[src/rtl/led_pwm_pkg.sv]
`default_nettype none
// +----------------------------------------------------------------------------+
// | Package : led_pwm_pkg                                                      |
// | Purpose : Shared constants for the multi-channel LED PWM driver: mode      |
// |           encodings, config register addresses and field widths.          |
// | Ports   : none                                                             |
// | Rev     : 1.0  initial release                                             |
// +----------------------------------------------------------------------------+
package led_pwm_pkg;

  localparam int MODE_W = 3;

  localparam logic [MODE_W-1:0] MODE_OFF     = 3'd0;
  localparam logic [MODE_W-1:0] MODE_ON      = 3'd1;
  localparam logic [MODE_W-1:0] MODE_BLINK   = 3'd2;
  localparam logic [MODE_W-1:0] MODE_PWM     = 3'd3;
  localparam logic [MODE_W-1:0] MODE_BREATHE = 3'd4;

  typedef enum logic [1:0] {
    ADDR_PERIOD = 2'd0,
    ADDR_DUTY   = 2'd1,
    ADDR_MODE   = 2'd2,
    ADDR_RSVD   = 2'd3
  } cfg_addr_e;

endpackage
`default_nettype wire

[src/rtl/led_pwm_multi_if.sv]
`default_nettype none
// +----------------------------------------------------------------------------+
// | Interface : led_pwm_multi_if                                               |
// | Purpose   : Register-port bundle between the fabric bridge and the LED     |
// |             driver.                                                        |
// | Signals   : cfg_we/cfg_re strobes, cfg_ch channel, cfg_addr register,      |
// |             cfg_wdata write data, cfg_rdata/cfg_rvalid registered readback |
// | Modports  : master (bridge side), slave (driver side)                      |
// | Rev       : 1.0  initial release                                           |
// +----------------------------------------------------------------------------+
interface led_pwm_multi_if #(
  parameter int CNT_W = 24
);
  logic             cfg_we;
  logic             cfg_re;
  logic [2:0]       cfg_ch;
  logic [1:0]       cfg_addr;
  logic [CNT_W-1:0] cfg_wdata;
  logic [CNT_W-1:0] cfg_rdata;
  logic             cfg_rvalid;

  modport master (
    output cfg_we, cfg_re, cfg_ch, cfg_addr, cfg_wdata,
    input  cfg_rdata, cfg_rvalid
  );

  modport slave (
    input  cfg_we, cfg_re, cfg_ch, cfg_addr, cfg_wdata,
    output cfg_rdata, cfg_rvalid
  );
endinterface
`default_nettype wire

[src/rtl/led_pwm_chan.sv]
`default_nettype none
// +----------------------------------------------------------------------------+
// | Module  : led_pwm_chan                                                     |
// | Purpose : One LED channel: period counter, blink toggle, optional breathe  |
// |           level, registered led and wrap outputs.                          |
// | Ports   : clk, rst_n (sync active-low)                                     |
// |           tick_i     shared prescaler tick                                 |
// |           mode_wr_i  mode register written this cycle (restarts channel)   |
// |           period_i, duty_i, mode_i  current configuration                  |
// |           led_o      registered LED drive                                  |
// |           wrap_o     one-cycle pulse on counter wrap                       |
// | Macro   : LED_PWM_BREATHE_EN enables mode 4 (BREATHE)                      |
// | Rev     : 1.0  initial release                                             |
// +----------------------------------------------------------------------------+
module led_pwm_chan
  import led_pwm_pkg::*;
#(
  parameter int CNT_W = 24
) (
  input  wire logic              clk,
  input  wire logic              rst_n,
  input  wire logic              tick_i,
  input  wire logic              mode_wr_i,
  input  wire logic [CNT_W-1:0]  period_i,
  input  wire logic [CNT_W-1:0]  duty_i,
  input  wire logic [MODE_W-1:0] mode_i,
  output logic                   led_o,
  output logic                   wrap_o
);

  logic [CNT_W-1:0] cnt_q, cnt_d;
  logic             blink_q, blink_d;
  logic             led_q, led_d;
  logic             wrap_q, wrap_d;
  logic             at_end;

  // >= rather than == so a period lowered below the running count wraps at once
  assign at_end = (cnt_q >= period_i);

`ifdef LED_PWM_BREATHE_EN
  // One extra bit so the upper saturation point period+1 is always representable
  logic [CNT_W:0] level_q, level_d;
  logic           dir_dn_q, dir_dn_d;
  logic [CNT_W:0] lvl_top;
  logic [CNT_W:0] lvl_up;
  logic [CNT_W:0] step;

  assign step    = {1'b0, duty_i};
  assign lvl_top = {1'b0, period_i} + (CNT_W+1)'(1);
  assign lvl_up  = level_q + step;
`endif

  always_comb begin
    cnt_d   = cnt_q;
    blink_d = blink_q;
    wrap_d  = 1'b0;
`ifdef LED_PWM_BREATHE_EN
    level_d  = level_q;
    dir_dn_d = dir_dn_q;
`endif
    // A mode write restarts the channel and wins over a coincident tick
    if (mode_wr_i) begin
      cnt_d   = '0;
      blink_d = 1'b0;
`ifdef LED_PWM_BREATHE_EN
      level_d  = '0;
      dir_dn_d = 1'b0;
`endif
    end else if (tick_i) begin
      if (at_end) begin
        cnt_d   = '0;
        wrap_d  = 1'b1;
        blink_d = ~blink_q;
`ifdef LED_PWM_BREATHE_EN
        if (!dir_dn_q) begin
          if (lvl_up >= lvl_top) begin
            level_d  = lvl_top;
            dir_dn_d = 1'b1;
          end else begin
            level_d = lvl_up;
          end
        end else begin
          if (level_q <= step) begin
            level_d  = '0;
            dir_dn_d = 1'b0;
          end else begin
            level_d = level_q - step;
          end
        end
`endif
      end else begin
        cnt_d = cnt_q + CNT_W'(1);
      end
    end
  end

  // LED decode uses the present count, so led lags the counter by one cycle
  always_comb begin
    led_d = 1'b0;
    case (mode_i)
      MODE_ON:      led_d = 1'b1;
      MODE_BLINK:   led_d = blink_q;
      MODE_PWM:     led_d = (cnt_q < duty_i);
`ifdef LED_PWM_BREATHE_EN
      MODE_BREATHE: led_d = ({1'b0, cnt_q} < level_q);
`endif
      default:      led_d = 1'b0;
    endcase
  end

  always_ff @(posedge clk) begin
    if (!rst_n) begin
      cnt_q   <= '0;
      blink_q <= 1'b0;
      led_q   <= 1'b0;
      wrap_q  <= 1'b0;
`ifdef LED_PWM_BREATHE_EN
      level_q  <= '0;
      dir_dn_q <= 1'b0;
`endif
    end else begin
      cnt_q   <= cnt_d;
      blink_q <= blink_d;
      led_q   <= led_d;
      wrap_q  <= wrap_d;
`ifdef LED_PWM_BREATHE_EN
      level_q  <= level_d;
      dir_dn_q <= dir_dn_d;
`endif
    end
  end

  assign led_o  = led_q;
  assign wrap_o = wrap_q;

endmodule
`default_nettype wire

[src/rtl/led_pwm_multi.sv]
`default_nettype none
// +----------------------------------------------------------------------------+
// | Module  : led_pwm_multi                                                    |
// | Purpose : Multi-channel LED driver with per-channel period/duty/mode       |
// |           registers, a shared prescaler and registered readback.          |
// | Ports   : clk, rst_n (sync active-low)                                     |
// |           cfg   register port (led_pwm_multi_if.slave)                     |
// |           led   registered LED drive, one bit per channel                  |
// |           wrap  one-cycle pulse per channel on counter wrap                |
// | Macro   : LED_PWM_BREATHE_EN enables mode 4 (BREATHE) in every channel     |
// | Rev     : 1.0  initial release                                             |
// +----------------------------------------------------------------------------+
module led_pwm_multi
  import led_pwm_pkg::*;
#(
  parameter int NUM_CH         = 3,
  parameter int CNT_W          = 24,
  parameter int PRESCALE       = 1,
  parameter int DEFAULT_PERIOD = 4000000
) (
  input  wire logic          clk,
  input  wire logic          rst_n,
  led_pwm_multi_if.slave     cfg,
  output logic [NUM_CH-1:0]  led,
  output logic [NUM_CH-1:0]  wrap
);

  localparam int              PRE_W    = (PRESCALE > 1) ? $clog2(PRESCALE) : 1;
  localparam logic [PRE_W-1:0] PRE_LAST = PRE_W'(PRESCALE - 1);

  logic [PRE_W-1:0]  pre_cnt_q, pre_cnt_d;
  logic              tick;

  logic [CNT_W-1:0]  period_q [NUM_CH];
  logic [CNT_W-1:0]  duty_q   [NUM_CH];
  logic [MODE_W-1:0] mode_q   [NUM_CH];
  logic [NUM_CH-1:0] mode_wr;

  logic              acc_ok;
  logic [CNT_W-1:0]  rdata_q, rdata_d;
  logic              rvalid_q;

  // Prescaler: PRESCALE=1 keeps the count at 0 and ticks every cycle
  assign tick      = (pre_cnt_q == PRE_LAST);
  assign pre_cnt_d = tick ? '0 : pre_cnt_q + PRE_W'(1);

  // Accesses to a missing channel or the reserved address are dropped
  assign acc_ok = ({1'b0, cfg.cfg_ch} < 4'(NUM_CH)) && (cfg.cfg_addr != ADDR_RSVD);

  always_comb begin
    mode_wr = '0;
    for (int i = 0; i < NUM_CH; i++) begin
      mode_wr[i] = cfg.cfg_we && acc_ok && (cfg.cfg_addr == ADDR_MODE) &&
                   (cfg.cfg_ch == 3'(i));
    end
  end

  always_comb begin
    rdata_d = '0;
    if (acc_ok) begin
      for (int i = 0; i < NUM_CH; i++) begin
        if (cfg.cfg_ch == 3'(i)) begin
          case (cfg.cfg_addr)
            ADDR_PERIOD: rdata_d = period_q[i];
            ADDR_DUTY:   rdata_d = duty_q[i];
            ADDR_MODE:   rdata_d = CNT_W'(mode_q[i]);
            default:     rdata_d = '0;
          endcase
        end
      end
    end
  end

  always_ff @(posedge clk) begin
    if (!rst_n) begin
      pre_cnt_q <= '0;
      for (int i = 0; i < NUM_CH; i++) begin
        period_q[i] <= CNT_W'(DEFAULT_PERIOD);
        duty_q[i]   <= '0;
        mode_q[i]   <= MODE_BLINK;
      end
      rdata_q  <= '0;
      rvalid_q <= 1'b0;
    end else begin
      pre_cnt_q <= pre_cnt_d;
      if (cfg.cfg_we && acc_ok) begin
        for (int i = 0; i < NUM_CH; i++) begin
          if (cfg.cfg_ch == 3'(i)) begin
            case (cfg.cfg_addr)
              ADDR_PERIOD: period_q[i] <= cfg.cfg_wdata;
              ADDR_DUTY:   duty_q[i]   <= cfg.cfg_wdata;
              ADDR_MODE:   mode_q[i]   <= cfg.cfg_wdata[MODE_W-1:0];
              default:     ;
            endcase
          end
        end
      end
      // Readback samples pre-write register state, so we+re returns the old value
      rvalid_q <= cfg.cfg_re;
      if (cfg.cfg_re) begin
        rdata_q <= rdata_d;
      end
    end
  end

  assign cfg.cfg_rdata  = rdata_q;
  assign cfg.cfg_rvalid = rvalid_q;

  for (genvar i = 0; i < NUM_CH; i++) begin : g_ch
    led_pwm_chan #(
      .CNT_W (CNT_W)
    ) u_chan (
      .clk       (clk),
      .rst_n     (rst_n),
      .tick_i    (tick),
      .mode_wr_i (mode_wr[i]),
      .period_i  (period_q[i]),
      .duty_i    (duty_q[i]),
      .mode_i    (mode_q[i]),
      .led_o     (led[i]),
      .wrap_o    (wrap[i])
    );
  end

endmodule
`default_nettype wire
[src/flat_wrapper.sv]
// flat-port wrapper written by rule: the top's interface ports become plain ports
module led_pwm_multi_flat import led_pwm_pkg::*;
#(
  parameter int NUM_CH         = 3,
  parameter int CNT_W          = 24,
  parameter int PRESCALE       = 1,
  parameter int DEFAULT_PERIOD = 4000000
)
  (clk, rst_n, led, wrap, cfg_cfg_we, cfg_cfg_re, cfg_cfg_ch, cfg_cfg_addr, cfg_cfg_wdata, cfg_cfg_rdata, cfg_cfg_rvalid);
  led_pwm_multi_if #(.CNT_W(CNT_W)) cfg_i ();
  input  wire logic clk;
  input  wire logic rst_n;
  output logic [NUM_CH-1:0] led;
  output logic [NUM_CH-1:0] wrap;
  input wire logic [$bits(cfg_i.cfg_we)-1:0] cfg_cfg_we;
  input wire logic [$bits(cfg_i.cfg_re)-1:0] cfg_cfg_re;
  input wire logic [$bits(cfg_i.cfg_ch)-1:0] cfg_cfg_ch;
  input wire logic [$bits(cfg_i.cfg_addr)-1:0] cfg_cfg_addr;
  input wire logic [$bits(cfg_i.cfg_wdata)-1:0] cfg_cfg_wdata;
  output wire logic [$bits(cfg_i.cfg_rdata)-1:0] cfg_cfg_rdata;
  output wire logic [$bits(cfg_i.cfg_rvalid)-1:0] cfg_cfg_rvalid;
  assign cfg_i.cfg_we = cfg_cfg_we;
  assign cfg_i.cfg_re = cfg_cfg_re;
  assign cfg_i.cfg_ch = cfg_cfg_ch;
  assign cfg_i.cfg_addr = cfg_cfg_addr;
  assign cfg_i.cfg_wdata = cfg_cfg_wdata;
  assign cfg_cfg_rdata = cfg_i.cfg_rdata;
  assign cfg_cfg_rvalid = cfg_i.cfg_rvalid;
  led_pwm_multi #(.NUM_CH(NUM_CH), .CNT_W(CNT_W), .PRESCALE(PRESCALE), .DEFAULT_PERIOD(DEFAULT_PERIOD)) u_core (.clk(clk), .rst_n(rst_n), .cfg(cfg_i), .led(led), .wrap(wrap));
endmodule
[config.mk]
export PLATFORM = sky130hd
export DESIGN_NAME = led_pwm_multi_flat
export DESIGN_NICKNAME = d
export VERILOG_FILES = /design/src/rtl/led_pwm_pkg.sv /design/src/rtl/led_pwm_multi_if.sv /design/src/rtl/led_pwm_chan.sv /design/src/rtl/led_pwm_multi.sv /design/src/flat_wrapper.sv
export SDC_FILE = /design/constraint.sdc
export NUM_CORES = 1
export LEC_CHECK = 0
export CORE_MARGIN = 8
export CORE_UTILIZATION = 65
export CTS_CLUSTER_DIAMETER = 200
export DETAILED_ROUTE_END_ITERATION = 8
export GPL_TIMING_DRIVEN = 0
export MAX_ROUTING_LAYER = met4
export PLACE_DENSITY = 0.85
export SLEW_MARGIN = 40
export SYNTH_ARGS = -nofsm -noshare
export SYNTH_HDL_FRONTEND = slang
export SYNTH_SLANG_ARGS = --single-unit
[constraint.sdc]
create_clock -name clk -period 11.21 [get_ports clk]
set_input_delay 3.363 -clock clk [delete_from_list [all_inputs] [get_ports clk]]
set_output_delay 3.363 -clock clk [all_outputs]
set_load 0.005 [all_outputs]
## After elaboration in Yosys (flattened, before gate mapping)

Memory sizes are Yosys's and may differ from the RTL's.
Index checks and enable logic that the tools add are counted.

| storage, ports and cells | value |
|---|---|
| memories kept | 3 |
| RAM bits | 153 |
| output and inout bits | 31 |
| bits of input ports | 33 |
| register bits | 107 |
| word-level logic and storage cells | 140 |

| operators by class | value |
|---|---|
| equal/unequal tests | 14 |
| $lt $le $gt $ge | 7 |
| reductions and logical operators | 18 |
| mux-type cells | 65 |
| $add $sub $neg | 4 |
| bitwise operators | 14 |

Memories:

| name | depth | bits a word | rd ports | clocked after memory_dff | wr ports | line | text |
|---|---|---|---|---|---|---|---|
| u_core.duty_q | 3 | 24 | 3 | 0 | 3 | led_pwm_multi.sv:35 | `logic [CNT_W-1:0] duty_q [NUM_CH];` |
| u_core.period_q | 3 | 24 | 3 | 0 | 3 | led_pwm_multi.sv:34 | `logic [CNT_W-1:0] period_q [NUM_CH];` |
| u_core.mode_q | 3 | 3 | 3 | 0 | 3 | led_pwm_multi.sv:36 | `logic [MODE_W-1:0] mode_q [NUM_CH];` |

Operators by type and width:

| cell | number |
|---|---|
| 24-bit two-way mux | 13 |
| 24-bit one-hot mux with 3 select lines | 3 |
| 24-bit by 1-bit adder with 24-bit output (second input constant) | 3 |
| 24-bit >= comparator | 3 |
| 24-bit less-than comparator | 3 |
| 1-bit two-way mux | 43 |
| 3-bit by 2-bit equality test with 1-bit output (second input constant) | 7 |
| 3-bit by 1-bit equality test with 1-bit output (second input constant) | 4 |
| 3-bit two-way mux | 3 |
| 1-bit OR | 9 |
| 1-bit one-hot mux with 3 select lines | 3 |
| 3-bit OR reduction | 3 |
| 2-bit AND reduction | 4 |
| 1-bit logical AND | 6 |
| 2-bit OR reduction | 3 |
| 1-bit inverter | 5 |
| 3-bit logical NOT | 1 |
| 3-bit by 2-bit less-than comparator with 1-bit output (second input constant) | 1 |
| 2-bit by 1-bit equality test with 1-bit output (second input constant) | 1 |
| 2-bit equality test (second input constant) | 1 |
| 2-bit logical NOT | 1 |
| 2-bit inequality test (second input constant) | 1 |
| 1-bit adder (second input constant) | 1 |

## Logic depth before layout (Yosys ltp)

| logic depth | value |
|---|---|
| word-level depth | 7 |
| depth in mapped cells | 10 |
| depth with buffers taken out | 8 |

## By module

A second synthesis with hierarchy kept.

| second synthesis, totals | value |
|---|---|
| cells, all modules | 1366 |
| area, all modules | 14457.6 um^2 |

Modules (own cells, without submodules):

| module | cells an instance | seq. area each (um^2) | times used | area an instance (um^2) |
|---|---|---|---|---|
| led_pwm_multi | 460 | 5114.9 | 1 | 7330.8 |
| led_pwm_chan at u_core.g_ch[0].u_chan ... | 300 | 540.5 | 2 | 2372.3 |
| led_pwm_chan at u_core.g_ch[1].u_chan | 306 | 540.5 | 1 | 2382.3 |

## Worst setup path before layout

Ideal clock, no wire load.

| path | value |
|---|---|
| path type | input to register |
| from | in cfg_cfg_ch[0] |
| to | mem u_core.period_q[2][0] (netlist: u_core.period_q[0][48]) (enable) |
| arrival | 5911 ps |
| required time | 10772 ps |
| stages on the path | 5 |
| setup time | 438 ps |
| setup slack | 4861 ps |
| buffers on the path | 2 |
| path through | buf_4 > a21oi_1 > nand4bb_1 > clkbuf_1 > o21ai_0 |

RTL lines:

| item | line | text |
|---|---|---|
| from (decl) | flat_wrapper.sv:17 | `input wire logic [$bits(cfg_i.cfg_ch)-1:0] cfg_cfg_ch;` |
| to (decl) | led_pwm_multi.sv:34 |  |

==> impl_metrics.sql <==
INSERT INTO impl_metrics (metric_group, metric, value, unit) VALUES
('cts', 'tritoncts_num_sinks', '260', ''),
('synth', 'yosys_warnings', '0', ''),
('pwr', 'power.ir.vdd_worst', '0.198', 'mV'),
('global_routing', 'grt_util_all_layers', '31.9', '%'),
('route', 'avgViaCountPerCell', '6.37', ''),
('floorplan', 'io-pin-count', '64', ''),
('synth', 'synth_top_area_share', '31.9', '%'),
('global_routing', 'global_route_wire_length_before_repair', '63900', 'um'),
('sta', 'drv_slew', '0', ''),
('cts', 'post-cts-setup-buffer-count', '0', ''),
('synth', 'yosysTopAreaCell', 'edfxtp_1', ''),
('route', 'first_pass_iters', '5', ''),
('sta', 'min_period_over_period', '55.5', '%'),
('synth', 'flops_latches_synth', '260', ''),
('layout', 'number_of_fill_cells', '1456', ''),
('cts', 'tritoncts.num_buffers', '28', ''),
('worst_setup_path', 'sort_of_element_at_the_end_of_the_critical_path', 'flop', ''),
('global_routing', 'grt_pass1_vias', '11600', ''),
('run', 'drv.max_cap_violation_count', '0', ''),
('layout', 'finish.net_count', '1673', ''),
('worst_setup_path', 'most_frequent_cell_on_critical_path', 'buf_2', ''),
('sta', 'grt_setup_unrepaired', 'false', ''),
('floorplan', 'dieArea', '27200', 'um2'),
('sta', 'timing_worst_slew_pin_value', '0.786', 'ns'),
('synth', 'syn_avg_cell_area', '10.3', 'um2'),
('pwr', 'powerDensity', '136', 'nW/um2'),
('cts', 'cts_hold_buf', '0', ''),
('global_routing', 'globalRoute.totalOverflow', '0', ''),
('placed_design', 'port-buffer-count', '61', ''),
('floorplan', 'rows', '54', ''),
('global_routing', 'number_of_antenna_violations_at_the_first_check_in_global_routing', '1', ''),
('placed_design', 'place.detailed.hpwl', '31800', 'um'),
('layout', 'postLayoutCoreUtil', '76.0', '%'),
('sta', 'setup_viol', '0', ''),
('synth', 'synthArstFlopShare', '0', '%'),
('synth', 'synth.lib_cells_used.distinct', '64', ''),
('route', 'postRouteAntennaNets', '0', ''),
('route', 'wire_per_inst', '23.3', 'um'),
('layout', 'layout-drive-gt1-share', '7.77', '%'),
('outcome', 'status', 'complete, no violations', ''),
('pwr', 'power.total', '0.00224', 'W'),
('pwr', 'total_leakage_power', '7.11', 'nW'),
('sta', 'slew_headroom', '47.4', '%'),
('worst_setup_path', 'timing.critical_path.from_type', 'input port', ''),
('worst_setup_path', 'crit_path_top_delay_cell', 'clkbuf_1', ''),
('synth', 'synth_area_leaders', 'edfxtp_1 (32%), dfxtp_1 (15%), ha_1 (13%), inv_1 (4.5%), mux4_2 (3.1%)', ''),
('worst_setup_path', 'timing.critical_path.required', '11.59', 'ns'),
('sta', 'final.hold.worst_slack', '0.478', 'ns'),
('global_routing', 'grt_start_max_net_pins', '16', ''),
('sta', 'worst_clock_skew', '0.0272', 'ns'),
('layout', 'seq_area', '6740', 'um2'),
('worst_setup_path', 'worstPathCellList', 'clkdlybuf4s50_1 > buf_2 > buf_2 > nand4b_1 > nor2_1 > clkbuf_1 > and2_1', ''),
('cts', 'h-tree-depth', '1', ''),
('synth', 'synthCells', '1397', ''),
('worst_setup_path', 'setup.worst_path.class', 'input port to flop', ''),
('worst_setup_path', 'cp_slowest_stage_delay', '0.64', 'ns'),
('placed_design', 'gpl.final_weighted_congestion', '0.957', ''),
('synth', 'syn_area', '14400', 'um2'),
('floorplan', 'floorplan.initialDensity', '66.2', '%'),
('route', 'drt_drc_violations_left', '0', ''),
('cts', 'clk_path_buf_depth', '3', ''),
('layout', 'footprint_of_the_multi_input_gates', '6830', 'um2'),
('route', 'drt-initial-drc-count', '1599', ''),
('synth', 'synth_edf_count', '153', ''),
('sta', 'finalWorstPathRequiredPeriod', '6.22', 'ns'),
('sta', 'fmax', '0.161', 'GHz'),
('sta', 'finalHoldViolations', '0', ''),
('route', 'route.final.wire_length', '41900', 'um'),
('synth', 'synth_flop_cell', 'edfxtp_1', ''),
('sta', 'finalSetupTns', '0', 'ns'),
('floorplan', 'chipWidth', '165', 'um');
state kept, by name, indices dropped and copies added (netlist names), 3 cells and up:
| name | cells |
|---|---|
| u_core.duty_q | 72 |
| u_core.g_ch.u_chan.wrap_o | 3 |
| u_core.g_ch.u_chan.led_o | 3 |
| u_core.g_ch.u_chan.cnt_q | 72 |
| u_core.mode_q | 9 |
| u_core.period_q | 72 |
| u_core.g_ch.u_chan.blink_q | 3 |
| u_core.cfg.cfg_rdata | 24 |
cell usage in the layout (no fill, tap or decap), types with 43 or more instances in the layout:
cell type        instances
inv_1                  172
edfxtp_1               153
ha_1                   144
dfxtp_1                107
nor2_1                  98
a21oi_1                 89
nand2_1                 61
clkdlybuf4s50_1         61
nor3_1                  57
and2_1                  43
nand4_1                 43
routing by layer:
layer	share of wire, %	track usage [%]	vias to the layer above
met5	0	-	-
met4	4.2	13.7	0
li1	-	-	5177
met3	11	6.58	129
met1	39	40.5	5501
met2	46	49.2	661
Yosys cell counts, types with 2 or more instances:
master and number:
xnor2_1 32, a21boi_0 3, o22ai_1 23, nor2_1 98
mux2i_1 33, nand3b_1 2, nand2_1 61, ha_1 144
a2111o_1 4, nand2b_1 11, edfxtp_1 153, buf_2 9
clkinv_1 2, and4_1 8, nor2b_1 32, a211oi_1 9
o211ai_1 9, or3_1 11, buf_4 10, nand4b_1 4
or2_2 8, mux4_2 20, nand4_1 43, inv_1 172
and3_1 16, xor2_1 30, dfxtp_1 107, o31ai_1 3
clkbuf_1 29, nor3_1 57, o21ai_0 27, nor4_1 8
nand3_1 26, and3b_1 2, a21oi_1 89, a31oi_1 5
and2_1 43, o21a_1 4, a21o_1 25
cell families (layout without fill, tap and decap cells):
| kind of cell | Yosys count | count (layout) | share of synthesized area, % |
|---|---|---|---|
| other | 1 | 2 | 0.0260 |
| XOR/XNOR | 62 | 62 | 3.77 |
| buffers and inverters | 224 | 345 | 6.23 |
| adder cells (fa/ha/maj) | 144 | 144 | 12.5 |
| multiplexers | 54 | 54 | 5.50 |
| flip-flops | 260 | 260 | 46.8 |
| AND/OR/NAND/NOR | 442 | 442 | 16.3 |
| AO/OA/AOI/OAI | 210 | 210 | 8.85 |
layout make-up:
| type | count | area share, % |
|---|---|---|
| Antenna cell | 1 | 0.0151 |
| Buffer | 49 | 1.46 |
| Clock buffer | 29 | 4.26 |
| Clock inverter | 23 | 1.61 |
| Inverter | 175 | 3.97 |
| Multi-Input combinational cell | 913 | 41.3 |
| Sequential cell | 260 | 40.7 |
| Tap cell | 280 | 2.12 |
| Timing Repair Buffer | 69 | 4.55 |
critical path, delay by kind of cell:
family | cells | cell delay (ns)
buffers and inverters | 4 | 1.93
and+or+nand+nor | 3 | 1.30
metrics by stage:
step                std cells  worst slack (ns)  instance area (um2)
floorplan                1397              4.86                14400
finish                   1799              4.99                16500
detailed placement       1746              4.45                15600
global route             1799              5.04                16500
global placement         1738              2.21                15400
CTS                      1798              5.01                16500
worst paths after layout:
kind	from	endpoint	slack (ns)	cells after the start
setup / recovery	cfg_cfg_addr[0]	u_core.duty_q[0][52]	4.99	7
hold / removal	u_core.g_ch[0].u_chan.blink_q	u_core.g_ch[0].u_chan.blink_q	0.48	2
setup reg to reg	u_core.period_q[0][45]	u_core.g_ch[1].u_chan.cnt_q[11]	8.18	10
hold reg to reg	u_core.g_ch[0].u_chan.blink_q	u_core.g_ch[0].u_chan.blink_q	0.48	2
report_power, final:
| part | switching (W) | internal [W] | total, W |
|---|---|---|---|
| logic | 0.000111 | 0.0000747 | 0.000185 |
| clock network | 0.000403 | 0.000575 | 0.000978 |
| registers | 0.0000321 | 0.00105 | 0.00108 |
No activity file was read; power rests on OpenSTA's default activity.
==> patch 1, RTL diff (same settings) <==
Reset style: asynchronous (`rst_n`), changed in 2 clocked blocks.
--- a/src/rtl/led_pwm_chan.sv
+++ b/src/rtl/led_pwm_chan.sv
@@ -108,7 +108,7 @@
     endcase
   end
 
-  always_ff @(posedge clk) begin
+  always_ff @(posedge clk or negedge rst_n) begin
     if (!rst_n) begin
       cnt_q   <= '0;
       blink_q <= 1'b0;
--- a/src/rtl/led_pwm_multi.sv
+++ b/src/rtl/led_pwm_multi.sv
@@ -71,7 +71,7 @@
     end
   end
 
-  always_ff @(posedge clk) begin
+  always_ff @(posedge clk or negedge rst_n) begin
     if (!rst_n) begin
       pre_cnt_q <= '0;
       for (int i = 0; i < NUM_CH; i++) begin
Formal check against the unedited RTL: differs if rst_n is asserted again (counterexample within 4 cycles, from zero or initial values and one cycle with rst_n low); with rst_n held inactive, the same outputs for 4 cycles.
==> patch 1 against the original RTL <==
  * Wire length is 5.4% lower
  * Worst setup slack better by 1.1 ns
  * Design area is 2.9% higher
  * Fmax is 22% higher
  * Area after synthesis is 4.5% higher
  * Sequential cell count is 1 lower
  * Critical path type unchanged
Power is not compared: it rests on default switching activity, and its combinational part moved more than twofold at a synthesized area within 25%.
==> patch 1: results <==
set metrics [dict create \
    dp_slack_ns 5.63 \
    clock_skew_ns 0.0127 \
    final_cells 1948 \
    grt_use_total 0.286 \
    wl_met3_um 2480 \
    nNetsFinal 1819 \
    synth_common_cells "dfrtp_1, inv_1, nand2_1" \
    place_area_mm2 0.0161 \
    synth.distinct_cells 59 \
    io_buffer_count 60 \
    reg2reg_from "u_core.period_q[45]" \
    routed-via-count 12095 \
    gp_congestion 0.932 \
    cp.arrival_ns 5.51 \
    hold-path-endpoint "u_core.period_q[4]" \
    met3_usage 0.0309 \
    rr_endpoint "u_core.g_ch[1].u_chan.cnt_q[17]" \
    cp-endpoint "u_core.cfg.cfg_rdata[19]" \
    final_layout_size_suffix_gt1_frac 0.128 \
    worst_pin_slew_ns 0.683 \
    drt-met1-wl_um 16500 \
    hold_path_depth 1 \
    drtIter0Drc 1132 \
    synth_area_leaders "dfrtp_1, ha_1, mux2_2" \
    max_stage_delay_ns 0.60 \
    cpMaxStageDelayCell "clkdlybuf4s50_1" \
    ff2ff_setup_slack_ns 8.40 \
    nFillCells 1547 \
    met2_length_um 18700 \
    post-dp-hpwl_um 28800 \
    status "finished clean" \
]
patch 1: cells by family after synthesis:
group	Yosys count	share of synthesized area
simple gates	416	0.134
compound gates	290	0.109
flops	259	0.433
buf+inv	235	0.0652
fa+ha+maj	144	0.120
mux	139	0.100
xor+xnor	66	0.0384
patch 1: final cells by class:
cell class	instances	area, um^2	share of cell area
sequential	259	6510	0.382
multi-input combinational	1055	7550	0.443
clock inverter	5	75.1	0.00441
buffer	61	328	0.0192
timing repair buffer	63	688	0.0404
inverter	174	653	0.0383
clock buffer	45	866	0.0508
tap	285	357	0.0209
antenna	1	2.50	0.000147
patch 1: power groups by stage:
stage	Sequential, mW	Combinational (mW)	Clock [mW]
finish	1.27	0.709	0.943
floorplan	1.23	0.487	0
global route	1.29	0.795	0.986
detailed placement	1.28	0.685	0
CTS	1.27	0.705	0.950
global placement	1.27	0.637	0
==> patch 2, RTL diff (config.mk and constraints unchanged) <==
Made on the original files. `DEFAULT_PERIOD` is set to 4000000 in 2 places; all go to 3000000.
--- a/src/rtl/led_pwm_multi.sv
+++ b/src/rtl/led_pwm_multi.sv
@@ -16,7 +16,7 @@
   parameter int NUM_CH         = 3,
   parameter int CNT_W          = 24,
   parameter int PRESCALE       = 1,
-  parameter int DEFAULT_PERIOD = 4000000
+  parameter int DEFAULT_PERIOD = 3000000
 ) (
   input  wire logic          clk,
   input  wire logic          rst_n,
--- a/src/flat_wrapper.sv
+++ b/src/flat_wrapper.sv
@@ -4,7 +4,7 @@
   parameter int NUM_CH         = 3,
   parameter int CNT_W          = 24,
   parameter int PRESCALE       = 1,
-  parameter int DEFAULT_PERIOD = 4000000
+  parameter int DEFAULT_PERIOD = 3000000
 )
   (clk, rst_n, led, wrap, cfg_cfg_we, cfg_cfg_re, cfg_cfg_ch, cfg_cfg_addr, cfg_cfg_wdata, cfg_cfg_rdata, cfg_cfg_rvalid);
   led_pwm_multi_if #(.CNT_W(CNT_W)) cfg_i ();
Formal check against the unedited RTL: not equivalent (a bounded check fails within 4 cycles, from zero or initial values and one cycle with rst_n low).
==> patch 2 against the original RTL <==
  * Area after synthesis is essentially flat
  * Clock power shrank 6.3%
  * Design area shrank 0.54%
  * Total power shrank 2.8%
  * Largest cell class unchanged
  * Final cell count shrank 0.11%
  * Wire length grew 1.0%
  * Non-clock buffer count grew 1
  * Worst setup slack gained 0.12 ns
  * Fmax grew 2.0%
  * First-iteration DRC count shrank 17%
  * Sequential cell count is the same
==> patch 2: results <==
set metrics [dict create \
    cts_root_buf "clkbuf_16" \
    clock_skew_ns 0.0305 \
    worst_pin_slew_ns 0.819 \
    hold_path_startpoint "u_core.cfg.cfg_rdata[0]" \
    buffer_area_frac 0.0609 \
    dp_slack_ns 4.63 \
    clkbuf_count 33 \
    met3_usage 0.0775 \
    antenna_found_initial 0 \
    synth-compound-area-share 0.0884 \
    p_int_mw 1.64 \
    routed-via-count 11573 \
    use_met1 0.399 \
    netlist_instances 1398 \
    nFillCells 1451 \
    yosys.area_share.xor_xnor 0.0377 \
    post-dp-hpwl_um 31900 \
    hold-path-endpoint "u_core.cfg.cfg_rdata[0]" \
    syn_avg_cell_area_um2 10.3 \
    design.seq.count 260 \
    status "finished clean" \
    multiInputGateArea_mm2 0.00684 \
    synth_area_leaders "edfxtp_1, dfxtp_1, ha_1" \
    final_layout_size_suffix_gt1_frac 0.0725 \
    sh_seq_area 0.409 \
    buffers 119 \
    cp.arrival_ns 6.46 \
    diodes 0 \
    reg2reg_from "u_core.period_q[0][47]" \
    rr_endpoint "u_core.g_ch[1].u_chan.cnt_q[7]" \
    hold_slack_ns 0.477 \
    drtIter0Drc 1331 \
    top_layer "met4" \
    drt-met1-wl_um 16300 \
    grt_first_pass_wirelength_um 63900 \
    gp_congestion 0.947 \
    synth.distinct_cells 65 \
    synth_mux_area_frac 0.0550 \
    clkCellAreaFrac 0.0530 \
    fin_area_mm2 0.0165 \
    synthAdderAreaFrac 0.125 \
    ir_drop_uv 130 \
    met2_length_um 19100 \
    syn_nets 1575 \
    viasPerCell 6.44 \
    p_per_area_mw_per_mm2 133 \
    synth-seq-area-share 0.468 \
    power.leakage_nw 7.04 \
    ff2ff_setup_slack_ns 8.19 \
    drt_pre_antenna_iters 6 \
    wl_per_cell_um 23.5 \
    wl_met3_um 4840 \
]
[patch 2: cell count changes after synthesis]
cell and change:
or3_1 +3, inv_2 -1, nand2b_2 +1, nand2b_1 -1, buf_1 +1, or3b_2 +1, and2_1 -3, clkinv_1 +1
or3b_1 -1
[patch 2: how the worst max path moves through the flow]
stage	start	endpoint	slack, ns	depth (start not counted)
global placement	cfg_cfg_addr[0]	u_core.duty_q[0][64]	2.29	5
finish	cfg_cfg_addr[0]	u_core.duty_q[0][65]	5.11	7
detailed placement	cfg_cfg_addr[0]	u_core.duty_q[0][65]	4.63	7
CTS	cfg_cfg_addr[0]	u_core.duty_q[0][65]	5.24	7
global route	cfg_cfg_addr[0]	u_core.duty_q[0][65]	5.08	7
floorplan	cfg_cfg_ch[0]	u_core.period_q[0][48]	4.80	5
[patch 2: critical path, cell delays in order]
cell and delay, ns:
clkdlybuf4s50_1 0.50, buf_2 0.36, buf_2 0.38, nand4b_1 0.50, nor2_1 0.49, clkbuf_1 0.49
and2_1 0.34
